## src/rtl/fetch_sequencer.sv

```systemverilog
// fetch_sequencer: instruction fetch / execute-stage sequencer.
// Owns the PC, instruction register and status flags, and walks each
// instruction through FETCH -> EX0 -> EX1 [-> EX2], or parks in HALT
// when an all-zero opcode class is decoded.
module fetch_sequencer (
  input  logic        clock,
  input  logic        reset,
  input  logic [15:0] mem_data,
  input  logic        mem_ready,
  input  logic        pc_load,
  input  logic [15:0] pc_load_value,
  input  logic        status_load,
  input  logic [3:0]  status_in,
  output logic [15:0] mem_addr,
  output logic        mem_rd,
  output logic [15:0] IR,
  output logic [3:0]  status,
  output logic [1:0]  stage,
  output logic        instr_done,
  output logic        halted
);

  typedef enum logic [2:0] {
    ST_FETCH = 3'd0,
    ST_EX0   = 3'd1,
    ST_EX1   = 3'd2,
    ST_EX2   = 3'd3,
    ST_HALT  = 3'd4
  } state_t;

  // Opcode classes that change the sequencing, taken from IR[13:11].
  localparam logic [2:0] CLASS_HALT = 3'b000;
  localparam logic [2:0] CLASS_MEM  = 3'b001;  // LDR/STR need a third execute cycle

  // Stage codes presented to the control-word selector.
  localparam logic [1:0] STAGE_EX0  = 2'd0;
  localparam logic [1:0] STAGE_EX1  = 2'd1;
  localparam logic [1:0] STAGE_EX2  = 2'd2;
  localparam logic [1:0] STAGE_NONE = 2'd3;

  state_t      state_q, state_d;
  logic [15:0] pc_q, pc_d;
  logic [15:0] ir_q, ir_d;
  logic [3:0]  status_q, status_d;

  logic [2:0]  op_class;
  logic        is_halt_class;
  logic        is_mem_class;

  assign op_class      = ir_q[13:11];
  assign is_halt_class = (op_class == CLASS_HALT);
  assign is_mem_class  = (op_class == CLASS_MEM);

  // Next-state and register-update logic; everything holds unless a state
  // explicitly allows the update.
  always_comb begin
    state_d  = state_q;
    pc_d     = pc_q;
    ir_d     = ir_q;
    status_d = status_q;
    unique case (state_q)
      ST_FETCH: begin
        // Stall here for as long as memory keeps mem_ready low.
        if (mem_ready) begin
          ir_d    = mem_data;
          pc_d    = pc_q + 16'd1;  // natural 16-bit wrap FFFF -> 0000
          state_d = ST_EX0;
        end
      end
      ST_EX0: begin
        if (status_load) begin
          status_d = status_in;
        end
        state_d = is_halt_class ? ST_HALT : ST_EX1;
      end
      ST_EX1: begin
        if (status_load) begin
          status_d = status_in;
        end
        if (pc_load) begin
          pc_d = pc_load_value;
        end
        state_d = is_mem_class ? ST_EX2 : ST_FETCH;
      end
      ST_EX2: begin
        if (status_load) begin
          status_d = status_in;
        end
        if (pc_load) begin
          pc_d = pc_load_value;
        end
        state_d = ST_FETCH;
      end
      ST_HALT: begin
        // Frozen until reset.
        state_d = ST_HALT;
      end
      default: begin
        // Unused encodings recover to a clean fetch.
        state_d = ST_FETCH;
      end
    endcase
  end

  // Output decode, purely from the state register (and IR class for instr_done).
  always_comb begin
    mem_rd     = 1'b0;
    stage      = STAGE_NONE;
    instr_done = 1'b0;
    halted     = 1'b0;
    unique case (state_q)
      ST_FETCH: begin
        mem_rd = 1'b1;
      end
      ST_EX0: begin
        stage = STAGE_EX0;
      end
      ST_EX1: begin
        stage      = STAGE_EX1;
        instr_done = !is_mem_class;
      end
      ST_EX2: begin
        stage      = STAGE_EX2;
        instr_done = 1'b1;
      end
      ST_HALT: begin
        halted = 1'b1;
      end
      default: begin
        stage = STAGE_NONE;
      end
    endcase
  end

  assign mem_addr = pc_q;
  assign IR       = ir_q;
  assign status   = status_q;

  // State and datapath registers; reset wins over every load request.
  always_ff @(posedge clock) begin
    if (reset) begin
      state_q  <= ST_FETCH;
      pc_q     <= 16'h0000;
      ir_q     <= 16'h0000;
      status_q <= 4'h0;
    end else begin
      state_q  <= state_d;
      pc_q     <= pc_d;
      ir_q     <= ir_d;
      status_q <= status_d;
    end
  end

endmodule

```

## config.mk

```make
export PLATFORM = sky130hd
export DESIGN_NAME = fetch_sequencer
export DESIGN_NICKNAME = d
export VERILOG_FILES = /design/src/rtl/fetch_sequencer.sv
export SDC_FILE = /design/constraint.sdc
export NUM_CORES = 1
export LEC_CHECK = 0
export CAP_MARGIN = 20
export CORE_MARGIN = 5
export CORE_UTILIZATION = 43
export DETAILED_ROUTE_END_ITERATION = 10
export PLACE_DENSITY = 0.85
export SLEW_MARGIN = 20
export SYNTH_ARGS = -nofsm -noshare
export SYNTH_HDL_FRONTEND = slang
export SYNTH_SLANG_ARGS = --single-unit
```

## constraint.sdc

```tcl
create_clock -name clock -period 1.72 [get_ports clock]
set_input_delay 0.43 -clock clock [delete_from_list [all_inputs] [get_ports clock]]
set_output_delay 0.43 -clock clock [all_outputs]
set_load 0.005 [all_outputs]
```

==> flow_summary.json <==
{
  "status": "complete, no violations",
  "async_reset_ff_share_pct": 0,
  "grt_pass1_wl_mm": 10.7,
  "rows": 25,
  "via_per_inst": 5.64,
  "netlist_area_sq_mm": 0.00205,
  "syn_inst": 251,
  "vias": 2341,
  "dr.pass1.iters": 4,
  "grt_max_degree": 23,
  "synth-edff-count": 0,
  "drive_above_1_share_pct": 23.5,
  "p_leak_nw": 1.22,
  "drc": 0,
  "worstPathArrival_ns": 1.25,
  "synth_nets": 293,
  "ys_types": 47,
  "skew_ns": 0.0103,
  "initial_core_util_pct": 43.9,
  "final_cells": 415,
  "die_x_um": 79.0,
  "clk_path_buf_depth": 2,
  "yosysSeqAreaShare_pct": 38.1,
  "drt-total-wl_mm": 6.66,
  "max_stage_delay_ns": 0.50,
  "layout_min_cycle_time_ns": 1.68,
  "powerDensity_mw_per_mm2": 676,
  "fin_nets": 402,
  "fillerInstances": 354,
  "ys_ff_latch": 39,
  "grtUsageTotal_pct": 21.3,
  "synthFlopType": "dfxtp_1",
  "insertion_delay_ns": 0.30,
  "hold_path.class": "flop to flop",
  "cts_buffers": 5,
  "hold_viol": 0,
  "dp_hpwl_mm": 4.76,
  "antenna_found_initial": 0,
  "cp_slowest_cell": "clkdlybuf4s50_1",
  "post_drt_wl_per_cell_um": 16.1,
  "period_share_pct": 97.6,
  "critPathKind": "flop to output port",
  "root_buffer": "clkbuf_8",
  "core-area_sq_mm": 0.00466,
  "cp.required_ns": 1.29,
  "gp_congestion": 0.846,
  "ctsHoldBuffers": 0,
  "die_h_um": 79.0,
  "fmax_mhz": 596,
  "rsz0062_at_grt": "yes",
  "syn_avg_cell_area_sq_um": 8.16,
  "final_cell_area_sq_mm": 0.00330,
  "cts_tree": "built",
  "fin_setup_tns_ns": 0,
  "io_pins": 82,
  "setup_viol": 0,
  "cts_htree_levels": 2,
  "worst-path-max-fanout": 5,
  "path_clk_slew_ns": 0.08,
  "fin_hold_ws_ns": 0.454,
  "maxSlewHeadroom_pct": 65.2,
  "vdd_ir_drop_max_uv": 553,
  "yosys_warnings": 0,
  "grt_overflow": 0,
  "diodes": 0,
  "detail-route-antenna-nets": 0,
  "io_buffers": 81,
  "max-cap-violations": 0,
  "path_cells": "buf_4 > clkdlybuf4s50_1",
  "syn2layout_area_growth_pct": 61.0,
  "cts_sinks": 39,
  "tightest_slew_ns": 0.517,
  "dp_cells": 399,
  "cp-start-kind": "flop",
  "crit_path_end_kind": "output port",
  "slew_viol_final": 0,
  "die_area_sq_mm": 0.00624,
  "drt-initial-drc-count": 272,
  "place_area_sq_mm": 0.00305,
  "grt_pass1_vias": 2277
}
==> synth_stat cells (all sizes together), types with 6 or more instances <==
master / n / area, sq um
buf: 13 / 97.6
mux2i: 7 / 70.1
nand3: 10 / 50.1
o21ai: 13 / 65.1
nand2: 38 / 145
and2: 6 / 37.5
nor4: 12 / 93.8
nand2b: 7 / 43.8
nand4: 11 / 68.8
a21oi: 27 / 139
nor3: 10 / 50.1
nor2: 14 / 55.1
dfxtp: 39 / 781
==> worst paths after layout <==
| path | slack (ns) | endpoint | cells after the start | start |
|---|---|---|---|---|
| worst max-delay path | 0.04 | mem_addr[2] | 2 | mem_addr[2] |
| worst min register to register | 0.45 | IR[15] | 2 | IR[15] |
| worst min-delay path | 0.45 | IR[15] | 2 | IR[15] |
| worst max register to register | 0.06 | mem_addr[6] | 7 | state_q[2] |
==> layer usage <==
layer	wire length [um]	GRT usage, %	vias to the layer above
li1	-	-	1133
met1	2680	24.8	1060
met2	3060	34.6	130
met3	760	8.16	18
met4	161	9.79	0
met5	0	0	-
==> flip-flops by register name (all words and copies together), names as in the netlist <==
| signal | count |
|---|---|
| IR | 16 |
| mem_addr | 16 |
| state_q | 3 |
| status | 4 |
==> critical path, delay by kind of cell, from the launching register on <==
family,cells,cell delay [ns]
DFF,1,0.33
buffers and inverters,2,0.62
==> cell type report <==
class                           instances  area [sq um]  area share, %
Clock inverter                          3          15.0          0.455
Tap cell                               54          67.6           2.05
Timing Repair Buffer                  120          1150           35.0
Multi-Input combinational cell        189          1160           35.3
Clock buffer                            5          68.8           2.09
Sequential cell                        39           810           24.5
Inverter                                5          18.8          0.569
==> cell families after synthesis <==
logic type,Yosys count,synth area share [%]
adders and majority gates,1,0.611
DFF,39,38.1
buffers and inverters,23,6.60
and+or+nand+nor,120,32.3
muxes,7,3.42
xor gates and xnor gates,1,0.428
AOI/OAI and AO/OA,60,18.6
==> report_power, final <==
group	internal (mW)	total [mW]	switching (mW)
Sequential	0.955	0.995	0.0396
Clock	0.278	0.614	0.336
Combinational	0.360	0.622	0.262
==> timing repair <==
item / 4_1_cts / 5_1_grt
setup endpoints to repair: 19 / 16
pin swaps: 2 / 6
cloned: 2 / 0
resized for setup: 29 / 16
setup buffers: 2 / 4
==> through the flow <==
stage               setup slack (ns)  util, %  total power, mW
finish                        0.0407     70.8             2.23
detailed placement            -0.351     65.4             1.57
global placement              -0.276     65.4             1.56
floorplan                      0.153        -             1.26
CTS                          0.00354     69.6             2.24
global route                 -0.0109     70.8             2.34
==> layout by cell type (no fill, tap or decap), types with 3 or more instances in the layout <==
master           instances
dfxtp_1                 20
nor3_1                  10
nand3_1                 10
dfxtp_2                 17
dlygate4sd2_1            6
o211ai_1                 3
clkinv_2                 3
and2_1                   5
nor4_1                   8
nand4_1                 11
buf_4                   33
clkbuf_8                 5
nor2_1                  12
nand2_1                 37
a21oi_1                 26
inv_1                    5
mux2i_1                  7
buf_6                    3
o31ai_1                  4
nand2b_1                 7
o21ai_0                 11
nor4_2                   4
clkdlybuf4s50_1         71
Note: power is estimated with default switching activity, not from simulation.
